`src/rtl/cpu_pkg.sv`:
```
`default_nettype none
// ============================================================================
//  Module      : cpu_pkg
//  Description : Shared types and helpers for the byte-wide data-memory
//                initiator (FSM state encoding, word geometry, byte select).
//  Revision    : 1.0  initial release
// ============================================================================
package cpu_pkg;

    localparam int BYTES_PER_WORD = 4;

    typedef enum logic [1:0] {
        IDLE = 2'd0,
        BEAT = 2'd1,
        DONE = 2'd2,
        ERR  = 2'd3
    } state_t;

    // Little-endian byte lane select: lane 0 is word[7:0].
    function automatic logic [7:0] word_byte(input logic [31:0] word,
                                             input logic [1:0]  lane);
        logic [7:0] b;
        case (lane)
            2'd0:    b = word[7:0];
            2'd1:    b = word[15:8];
            2'd2:    b = word[23:16];
            default: b = word[31:24];
        endcase
        return b;
    endfunction

endpackage
`default_nettype wire

```
`src/rtl/mem_byte_master.sv`:
```
`default_nettype none
// ============================================================================
//  Module      : mem_byte_master
//  Description : Splits one 32-bit lw/sw from the MEM stage into four
//                little-endian byte beats on a req/ack byte memory port,
//                stalls the pipeline while busy and returns the load word.
//  Revision    : 1.0  initial release
// ============================================================================
module mem_byte_master
    import cpu_pkg::*;
#(
    parameter int MEM_BYTES = 32,
    parameter int TIMEOUT   = 15
) (
    input  logic                         clk_i,
    input  logic                         rst_i,
    input  logic                         MemRead_i,
    input  logic                         MemWrite_i,
    input  logic [31:0]                  addr_i,
    input  logic [31:0]                  data_i,
    output logic                         stall_o,
    output logic [31:0]                  data_o,
    output logic                         done_o,
    output logic                         err_o,
    output logic                         mem_req_o,
    output logic                         mem_we_o,
    output logic [$clog2(MEM_BYTES)-1:0] mem_addr_o,
    output logic [7:0]                   mem_wdata_o,
    input  logic [7:0]                   mem_rdata_i,
    input  logic                         mem_ack_i
);

    localparam int         c_addr_w  = $clog2(MEM_BYTES);
    localparam logic [7:0] c_wait_max = 8'(TIMEOUT - 1);

    state_t                r_state;
    state_t                w_next_state;
    logic [1:0]            r_beat_cnt;
    logic [7:0]            r_wait_cnt;
    logic [c_addr_w-1:0]   r_base;
    logic [31:0]           r_wdata;
    logic                  r_op_write;
    logic [23:0]           r_shadow;
    logic [31:0]           r_data_o;

    logic                  w_request;
    logic                  w_aligned;
    logic                  w_accept;
    logic                  w_beat_ack;
    logic [c_addr_w-1:0]   w_beat_ofs;

    // Upper address bits fall outside the memory and are dropped on purpose.
    logic                  w_unused;
    assign w_unused = &{1'b0, addr_i[31:c_addr_w]};

    assign w_request  = MemRead_i | MemWrite_i;
    assign w_aligned  = (addr_i[1:0] == 2'b00);
    assign w_beat_ack = (r_state == BEAT) && mem_ack_i;
    assign w_beat_ofs = {{(c_addr_w-2){1'b0}}, r_beat_cnt};

    // State register.
    always_ff @(posedge clk_i) begin
        if (rst_i) begin
            r_state <= IDLE;
        end else begin
            r_state <= w_next_state;
        end
    end

    // Next-state decode; misaligned requests abort before any beat is issued.
    always_comb begin
        w_next_state = r_state;
        w_accept     = 1'b0;
        case (r_state)
            IDLE: begin
                if (w_request) begin
                    if (w_aligned) begin
                        w_next_state = BEAT;
                        w_accept     = 1'b1;
                    end else begin
                        w_next_state = ERR;
                    end
                end
            end
            BEAT: begin
                if (mem_ack_i) begin
                    if (r_beat_cnt == 2'd3) begin
                        w_next_state = DONE;
                    end
                end else if (r_wait_cnt == c_wait_max) begin
                    w_next_state = ERR;
                end
            end
            DONE:    w_next_state = IDLE;
            ERR:     w_next_state = IDLE;
            default: w_next_state = IDLE;
        endcase
    end

    // Request latch, beat/wait counters and load assembly. The final load
    // byte is merged straight into data_o so it never exposes a partial word.
    always_ff @(posedge clk_i) begin
        if (rst_i) begin
            r_beat_cnt <= 2'd0;
            r_wait_cnt <= 8'd0;
            r_base     <= '0;
            r_wdata    <= 32'd0;
            r_op_write <= 1'b0;
            r_shadow   <= 24'd0;
            r_data_o   <= 32'd0;
        end else if (w_accept) begin
            r_base     <= addr_i[c_addr_w-1:0];
            r_wdata    <= data_i;
            r_op_write <= MemWrite_i;
            r_beat_cnt <= 2'd0;
            r_wait_cnt <= 8'd0;
        end else if (r_state == BEAT) begin
            if (w_beat_ack) begin
                r_wait_cnt <= 8'd0;
                r_beat_cnt <= r_beat_cnt + 2'd1;
                if (!r_op_write) begin
                    case (r_beat_cnt)
                        2'd0:    r_shadow[7:0]   <= mem_rdata_i;
                        2'd1:    r_shadow[15:8]  <= mem_rdata_i;
                        2'd2:    r_shadow[23:16] <= mem_rdata_i;
                        default: r_data_o        <= {mem_rdata_i, r_shadow};
                    endcase
                end
            end else begin
                r_wait_cnt <= r_wait_cnt + 8'd1;
            end
        end else begin
            r_beat_cnt <= 2'd0;
            r_wait_cnt <= 8'd0;
        end
    end

    // Port drive: beat signals are live only in BEAT, everything else idles at 0.
    always_comb begin
        mem_req_o   = 1'b0;
        mem_we_o    = 1'b0;
        mem_addr_o  = '0;
        mem_wdata_o = 8'd0;
        if (r_state == BEAT) begin
            mem_req_o   = 1'b1;
            mem_we_o    = r_op_write;
            mem_addr_o  = r_base + w_beat_ofs;
            mem_wdata_o = word_byte(r_wdata, r_beat_cnt);
        end
    end

    assign stall_o = (r_state == BEAT) ||
                     ((r_state == IDLE) && w_request && w_aligned);
    assign done_o  = (r_state == DONE);
    assign err_o   = (r_state == ERR);
    assign data_o  = r_data_o;

endmodule
`default_nettype wire

```
`config.mk`:
```
export PLATFORM = sky130hd
export DESIGN_NAME = mem_byte_master
export DESIGN_NICKNAME = d
export VERILOG_FILES = /design/src/rtl/cpu_pkg.sv /design/src/rtl/mem_byte_master.sv
export SDC_FILE = /design/constraint.sdc
export NUM_CORES = 1
export LEC_CHECK = 0
export CORE_MARGIN = 2
export CORE_UTILIZATION = 51
export CTS_BUF_LIST = sky130_fd_sc_hd__clkbuf_4 sky130_fd_sc_hd__clkbuf_8 sky130_fd_sc_hd__clkbuf_16
export CTS_CLUSTER_DIAMETER = 100
export DETAILED_ROUTE_END_ITERATION = 8
export PLACE_DENSITY_LB_ADDON = 0.1
export RECOVER_POWER = 50
export SETUP_SLACK_MARGIN = 0.05
export SYNTH_ARGS = -nofsm -noshare
export SYNTH_HDL_FRONTEND = slang
export SYNTH_SLANG_ARGS = --single-unit
```
`constraint.sdc`:
```
create_clock -name clk_i -period 2.82 [get_ports clk_i]
set_input_delay 0.282 -clock clk_i [delete_from_list [all_inputs] [get_ports clk_i]]
set_output_delay 0.282 -clock clk_i [all_outputs]
set_load 0.02 [all_outputs]
```
==> out/qor.txt, run 1 <==
Ranking of synthesized cells by area = dfxtp_1, mux2i_1, nand2_1
Kind of critical path = reg2out
Most common cell after layout, fill and taps aside = nand2_1
Die H = 96.9 um
Vias per cell = 5.18
Status = completed
Clock net sink count = 106
Worst Skew = 0.0119 ns
Core box area = 8300 sq um
Async set or reset register ratio after synthesis = 0
Final period util = 0.926
FF-to-FF path depth = 4
Chip width = 96.9 um
Max-slew violation count = 0
Gr ovfl total = 0
CTS Buffer Depth = 2
YS warnings = 0
Initial cell density of the core = 0.531
CP endpoint kind = output port
Sequential-to-total area share from yosys stat = 0.482
TritonCTS Buffers = 9
Synth-to-Final Area Change = 27.0%
First DRT Iteration DRCs = 147
Nets = 636
Sequential cell area = 2120 sq um
Antenna diodes = 0
Clk_lat worst skew = 0.36 ns
CP Data Arrival Time = 2.33 ns
RSZ-0062 raised after global routing = false
Largest net degree at the start of global routing = 117
Total Wirelength = 9.64 mm
Post-synthesis sequential element count = 106
Share of the synthesized area in the top cell type = 0.482
Hold WC Path Type = reg2reg
IO Port Bufs = 99
Peak supply drop = 392 uV
Via Count = 3421
Final Hold Viols = 0
Max Fclk = 383 MHz
Critical Path RT = 2.54 ns
CTS root buffer = clkbuf_8
DIE AREA = 9390 sq um
Most frequent cells in the layout = nand2_1, dfxtp_1, mux2i_1
Tightest Pin Transition = 0.776 ns
Worst hold slack = 0.457 ns
RePlAce Congestion = 0.796
Worst Hold Depth = 2
DRT Pass-1 Iters = 4
P_leak = 2.19 nW
Vias in the first global route = 3280
Area of the multi-input gates = 2090 sq um
Share of layout cells above drive strength 1 = 0.0468
Antenna Nets Post-Route = 0
CTS tree = yes
DR DRC count = 0
Synth Flop Type = dfxtp_1
Area leader, netlist = dfxtp_1
DP HPWL = 6.66 mm
Slew headroom = 0.482
Number of I/O pins = 127
Setup crit start kind = flop
EDFF count, synth = 0
Cell Pwr Density = 484 nW/um^2
Critical Path Fanout Max = 9
CTS Hold Bufs = 0
Unique cell type count in the Yosys netlist = 38
First-pass GRT wire length = 16.2 mm
Total negative setup slack = 0 ns
Max cap viols = 0
Fillcell total = 742
Mapped Cells = 469
Syn nets = 555
Final setup viols = 0
WL/cell = 14.6 um
CTS clk-pin slew, worst paths = 0.10 ns
Mapped cell area = 4400 sq um
Final Critical Period = 2.61 ns
GRT Util Overall = 0.207
H-Tree Depth = 3
Row Count = 33
Mean post-synth cell area = 9.39 sq um
Initial antenna violation count = 0
## layout make-up
class	instances	share of cell area
Multi-Input combinational cell	322	0.374
Tap cell	105	0.0235
Inverter	9	0.00627
Timing Repair Buffer	102	0.184
Clock inverter	5	0.00671
Sequential cell	106	0.380
Clock buffer	11	0.0260
## where the power goes
group          total [mW]  switching, mW  internal [mW]
sequential           1.55         0.0239           1.53
clock               0.875          0.514          0.361
combinational       0.279          0.142          0.137
total                2.71          0.681           2.03
## sequential cells by signal, indices dropped and copies added, names as in the netlist
name        flops
r_state         2
r_base          5
r_shadow       24
r_beat_cnt      2
r_op_write      1
data_o         32
r_wait_cnt      8
r_wdata        32
## worst max-delay path, stage by stage (launching register included)
cell             delay, ns
dfxtp_1               0.44
inv_1                 0.09
ha_1                  0.34
a222oi_1              0.39
a21oi_1               0.14
clkdlybuf4s50_1       0.57
## per-stage QoR
| step | util | power (mW) | setup WS (ns) | cell area [sq um] | cells |
|---|---|---|---|---|---|
| finish | 0.674 | 2.71 | 0.210 | 5590 | 660 |
| global route | 0.674 | 2.81 | 0.0483 | 5590 | 660 |
| CTS | 0.675 | 2.73 | 0.119 | 5600 | 660 |
| detailed placement | 0.653 | 1.87 | 0.323 | 5420 | 644 |
| global placement | 0.653 | 1.86 | 0.353 | 5420 | 644 |
| floorplan | - | 1.74 | 0.814 | 4400 | 469 |
## synthesized netlist by cell type (all sizes together), types with 3 or more instances
library cell / n
buf: 13
nand2: 141
o21ai: 14
a21oi: 14
mux2i: 92
clkbuf: 19
and2: 4
or3: 6
nor2: 8
ha: 8
xor2: 3
dfxtp: 106
a222oi: 8
nand3: 3
nor3: 4
inv: 9
## per-layer routing
layer	up-vias	share of wire	track usage
li1	1748	-	-
met3	13	0.038	0.0434
met2	74	0.47	0.330
met1	1586	0.48	0.287
met4	0	0.013	0.0574
met5	-	0	0
## cells by family after synthesis
logic type,share of synthesized area
flops,0.482
fa+ha+maj,0.0273
simple gates,0.171
xor+xnor,0.00995
compound gates,0.0560
buf+inv,0.0452
mux,0.209
## path summary, 6_finish.rpt
check / to / startpoint / slack (ns)
max: mem_wdata_o[0] / r_beat_cnt[0] / 0.21
min: data_o[19] / data_o[19] / 0.46
max reg2reg: r_wdata[5] / r_state[0] / 1.03
min reg2reg: data_o[19] / data_o[19] / 0.46
## repair_timing
item / in CTS / in global routing
setup buffers: 0 / 0
resized for setup: 1 / 2
hold endpoints to repair: 0 / 0
setup endpoints to repair: 1 / 4
No activity file was read; power rests on OpenSTA's default activity.
==> inputs of run 2 (changes only) <==
--- a/config.mk
+++ b/config.mk
@@ -10,6 +10,7 @@
 export CTS_BUF_LIST = sky130_fd_sc_hd__clkbuf_4 sky130_fd_sc_hd__clkbuf_8 sky130_fd_sc_hd__clkbuf_16
 export CTS_CLUSTER_DIAMETER = 100
 export DETAILED_ROUTE_END_ITERATION = 8
+export GPL_TIMING_DRIVEN = 0
 export PLACE_DENSITY_LB_ADDON = 0.1
 export RECOVER_POWER = 50
 export SETUP_SLACK_MARGIN = 0.05
==> out/qor.txt, run 2 (synthesized netlist as in run 1, its figures left out) <==
Row Count = 33
RSZ-0062 raised after global routing = false
Max cap viols = 0
Share of layout cells above drive strength 1 = 0.0620
Cells along the critical path = buf_2 > nand2b_1 > buf_2 > inv_2 > buf_2 > o21ai_1 > a21oi_1 > clkdlybuf4s50_1
Slew headroom = 0.606
Worst Skew = 0.0158 ns
Total negative setup slack = 0 ns
Critical Path RT = 2.54 ns
Nets = 662
Synth-to-Final Area Change = 29.2%
Max Fclk = 376 MHz
Fin area = 5690 sq um
TritonCTS Buffers = 9
Hold WC Path Type = in2reg
Net Sw Power = 0.717 mW
Final period util = 0.944
Power, Total = 2.73 mW
Internal power = 2.02 mW
Logic pwr share = 0.111
Hold EP = r_state[0]
Vias in the first global route = 3628
Clock group share of total power = 0.321
Most frequent cells in the layout = nand2_1, dfxtp_1, mux2i_1
Critical Path Fanout Max = 10
Peak supply drop = 374 uV
DP Area = 5520 sq um
Kind of critical path = reg2out
Antenna diodes = 0
Clock net sink count = 106
First DRT Iteration DRCs = 185
Tightest Pin Transition = 0.592 ns
Via Count = 3646
CTS Buffer Depth = 2
CTS root buffer = clkbuf_8
Worst Hold Depth = 2
Final Critical Period = 2.66 ns
Worst hold slack = 0.255 ns
GRT Util Overall = 0.225
Cell Pwr Density = 481 nW/um^2
Number of I/O pins = 127
CTS tree = yes
Setup Buffers After CTS = 0
First-pass GRT wire length = 17.3 mm
Die H = 96.9 um
Status = completed
Largest net degree at the start of global routing = 19
Crit-path slowest cell = clkdlybuf4s50_1
Reg2reg setup slack = 1.12 ns
Crit path top cell by count = buf_2
DIE AREA = 9390 sq um
Max-slew violation count = 0
CTS clk-pin slew, worst paths = 0.11 ns
RePlAce Congestion = 0.831
P_leak = 2.28 nW
Max incr delay on CP = 0.63 ns
IO Port Bufs = 98
Vias per cell = 5.31
CP endpoint kind = output port
Reg-to-Reg End = r_shadow[14]
Core box area = 8300 sq um
Final Hold Viols = 0
Chip width = 96.9 um
DR DRC count = 0
Initial antenna violation count = 0
Setup crit start kind = flop
Setup WS pre-CTS = 0.320 ns
Fillcell total = 670
DP HPWL = 7.83 mm
Reg-to-reg startpoint = r_beat_cnt[1]
H-Tree Depth = 3
Worst hold start = mem_ack_i
CP Data Arrival Time = 2.38 ns
FF-to-FF path depth = 4
Sw frac = 0.262
Total Wirelength = 10.8 mm
WL/cell = 15.8 um
Sequential share of power = 0.567
Antenna Nets Post-Route = 0
Gr ovfl total = 0
Final setup viols = 0
Worst setup margin = 0.159 ns
Most common cell after layout, fill and taps aside = nand2_1
DRT Pass-1 Iters = 7
Clk_lat worst skew = 0.36 ns
Initial cell density of the core = 0.531
==> run 2: power by group through the flow <==
stage | Combinational, mW | Clock (mW) | Sequential (mW)
after global placement | 0.297 | 0 | 1.58
after detailed placement | 0.303 | 0 | 1.58
final | 0.305 | 0.878 | 1.55
after floorplan | 0.164 | 0 | 1.58
after CTS | 0.305 | 0.889 | 1.55
after global routing | 0.328 | 0.951 | 1.55
==> run 2: how the worst max path moves through the flow <==
stage	from	end	cells past startpoint
finish	r_state[1]	mem_wdata_o[4]	8
global route	r_state[1]	mem_wdata_o[4]	8
CTS	r_beat_cnt[1]	mem_wdata_o[7]	6
detailed placement	r_beat_cnt[0]	mem_addr_o[4]	6
global placement	addr_i[0]	stall_o	6
floorplan	r_beat_cnt[0]	mem_addr_o[4]	5
==> run 2: repair_timing <==
action,in CTS,in global routing
pin swaps,4,1
endpoints found under the setup margin,5,6
hold buffers,0,0
resized for setup,4,4
==> run 2: critical path: cells and delay by family, from the launching register on <==
kind	cells	cell delay (ns)
DFF	1	0.31
and+or+nand+nor	1	0.14
AOI/OAI and AO/OA	2	0.29
buffers and inverters	5	1.26
==> run 2: final cells by class <==
type | instances | area, sq um | area share
repair buffers | 98 | 977 | 0.172
flip-flops and latches | 106 | 2120 | 0.373
clock buffers | 10 | 131 | 0.0231
plain buffers | 30 | 160 | 0.0281
well taps | 105 | 131 | 0.0231
multi-input cells | 322 | 2080 | 0.366
inverters | 9 | 33.8 | 0.00594
clock inverters | 6 | 50.0 | 0.00880
==> run 2: per-layer routing <==
layer / wire length, um / track usage / vias up / part of all wire
met5: 0 / 0 / - / 0
met4: 170 / 0.0639 / 0 / 0.016
met1: 4760 / 0.281 / 1743 / 0.44
met2: 5360 / 0.392 / 92 / 0.50
li1: - / - / 1796 / -
met3: 525 / 0.0484 / 15 / 0.049
==> run 2: per-stage QoR <==
step,instances,util
after global placement,672,0.665
after floorplan,469,-
final,686,0.686
after CTS,688,0.686
after detailed placement,672,0.665
after global routing,686,0.686
==> inputs of run 3 (changes only) <==
==> constraint.sdc (replaced) <==
create_clock -name clk_i -period 3.4 [get_ports clk_i]
set_input_delay 0.34 -clock clk_i [delete_from_list [all_inputs] [get_ports clk_i]]
set_output_delay 0.34 -clock clk_i [all_outputs]
set_load 0.02 [all_outputs]
==> out/qor.txt, run 3 (synthesized netlist as in run 1, its figures left out) <==
GRT Util Overall = 0.225
Total Wirelength = 10.7 mm
Worst Skew = 0.0153 ns
CTS clk-pin slew, worst paths = 0.10 ns
Fillcell total = 670
Clock net sink count = 106
WL/cell = 15.5 um
Chip width = 96.9 um
Gr ovfl total = 0
Via Count = 3642
Top delay family on crit path = buffers and inverters
Most common cell after layout, fill and taps aside = nand2_1
First-pass GRT wire length = 17.3 mm
Worst setup margin = 0.263 ns
Reg2reg setup slack = 0.81 ns
Synth-to-Final Area Change = 29.0%
Kind of critical path = reg2out
CTS Buffer Depth = 2
DP HPWL = 7.83 mm
Nets = 664
Critical Path Fanout Max = 10
Crit-path slowest cell = clkbuf_1
Post-layout util = 0.684
Final Hold Viols = 0
Vias per cell = 5.29
CP Data Arrival Time = 2.80 ns
Max cap viols = 0
Antenna diodes = 0
Row Count = 33
Max-slew violation count = 0
DP Area = 5520 sq um
Hold WC Path Type = in2reg
Cells along the critical path = nor3_1 > nor3b_2 > clkbuf_1 > or2_1 > clkdlybuf4s50_1
Power, Total = 2.27 mW
Number of I/O pins = 127
Core box area = 8300 sq um
Vias in the first global route = 3621
H-Tree Depth = 3
IO Port Bufs = 98
Share of layout cells above drive strength 1 = 0.0463
DRT Pass-1 Iters = 5
Slew headroom = 0.482
Initial antenna violation count = 0
Max Fclk = 319 MHz
Initial cell density of the core = 0.531
Setup Buffers After CTS = 0
Most frequent cells in the layout = nand2_1, dfxtp_1, mux2i_1
P_leak = 2.24 nW
First DRT Iteration DRCs = 192
Total negative setup slack = 0 ns
CTS root buffer = clkbuf_8
Antenna Nets Post-Route = 0
CTS tree = yes
Final period util = 0.923
CP endpoint kind = output port
RSZ-0062 raised after global routing = false
Clk_lat worst skew = 0.36 ns
Post-CTS sizing = 0
Tightest Pin Transition = 0.777 ns
Peak supply drop = 313 uV
RePlAce Congestion = 0.831
Setup WS pre-CTS = 0.794 ns
DR DRC count = 0
DIE AREA = 9390 sq um
Max incr delay on CP = 0.62 ns
Status = completed
Die H = 96.9 um
Critical Path RT = 3.06 ns
Final setup viols = 0
Final Critical Period = 3.14 ns
TritonCTS Buffers = 9
WP buf/inv = 2
Fin area = 5680 sq um
Cell Pwr Density = 399 nW/um^2
Setup crit start kind = flop
Largest net degree at the start of global routing = 19
CTS Hold Bufs = 0
[run 3: cell types whose count changed in the layout (fill, tap and decap cells not counted), sizes merged]
cell	previous run	this run
dlygate4sd2	3	0
buf	11	9
clkdlybuf4s50	62	65
clkbuf	29	33
[run 3: cell type report]
cell class / instances / area [sq um] / area share
tap: 105 / 131 / 0.0231
inverter: 9 / 33.8 / 0.00595
clock inverter: 6 / 50.0 / 0.00881
clock buffer: 10 / 131 / 0.0231
timing repair buffer: 98 / 981 / 0.173
sequential: 106 / 2120 / 0.374
buffer: 32 / 151 / 0.0267
multi-input combinational: 322 / 2080 / 0.366
[run 3: power by group]
group          total (mW)  switching (mW)  internal [mW]
clock               0.730           0.445          0.284
sequential           1.29          0.0167           1.27
combinational       0.250           0.133          0.117
total                2.27           0.595           1.67
[run 3: through the flow]
stage	cells	hold slack, ns
4_1_cts	688	0.295
6_report	688	0.310
3_5_place_dp	672	0.446
5_1_grt	688	0.306
2_1_floorplan	469	0.416
3_3_place_gp	672	0.441
[run 3: path summary, 6_finish.rpt]
| path | start | end | cells past startpoint |
|---|---|---|---|
| max | r_state[0] | stall_o | 5 |
| max reg2reg | r_state[0] | r_base[2] | 5 |
| min | mem_ack_i | r_state[0] | 2 |
| min reg2reg | data_o[8] | data_o[8] | 2 |
[run 3: worst register-to-register path, stage by stage (launching register included)]
cell and delay (ns):
dfxtp_1 0.38, nor3_1 0.32, nor3b_2 0.31, clkbuf_1 0.62, clkbuf_1 0.62, mux2i_1 0.26
[run 3: per-layer routing]
metal / wire [um] / vias to the layer above / track usage / share of wire
met1: 4750 / 1733 / 0.283 / 0.44
li1: - / 1802 / - / -
met2: 5270 / 95 / 0.388 / 0.49
met3: 530 / 12 / 0.0484 / 0.050
met4: 143 / 0 / 0.0639 / 0.013
met5: 0 / - / 0 / 0
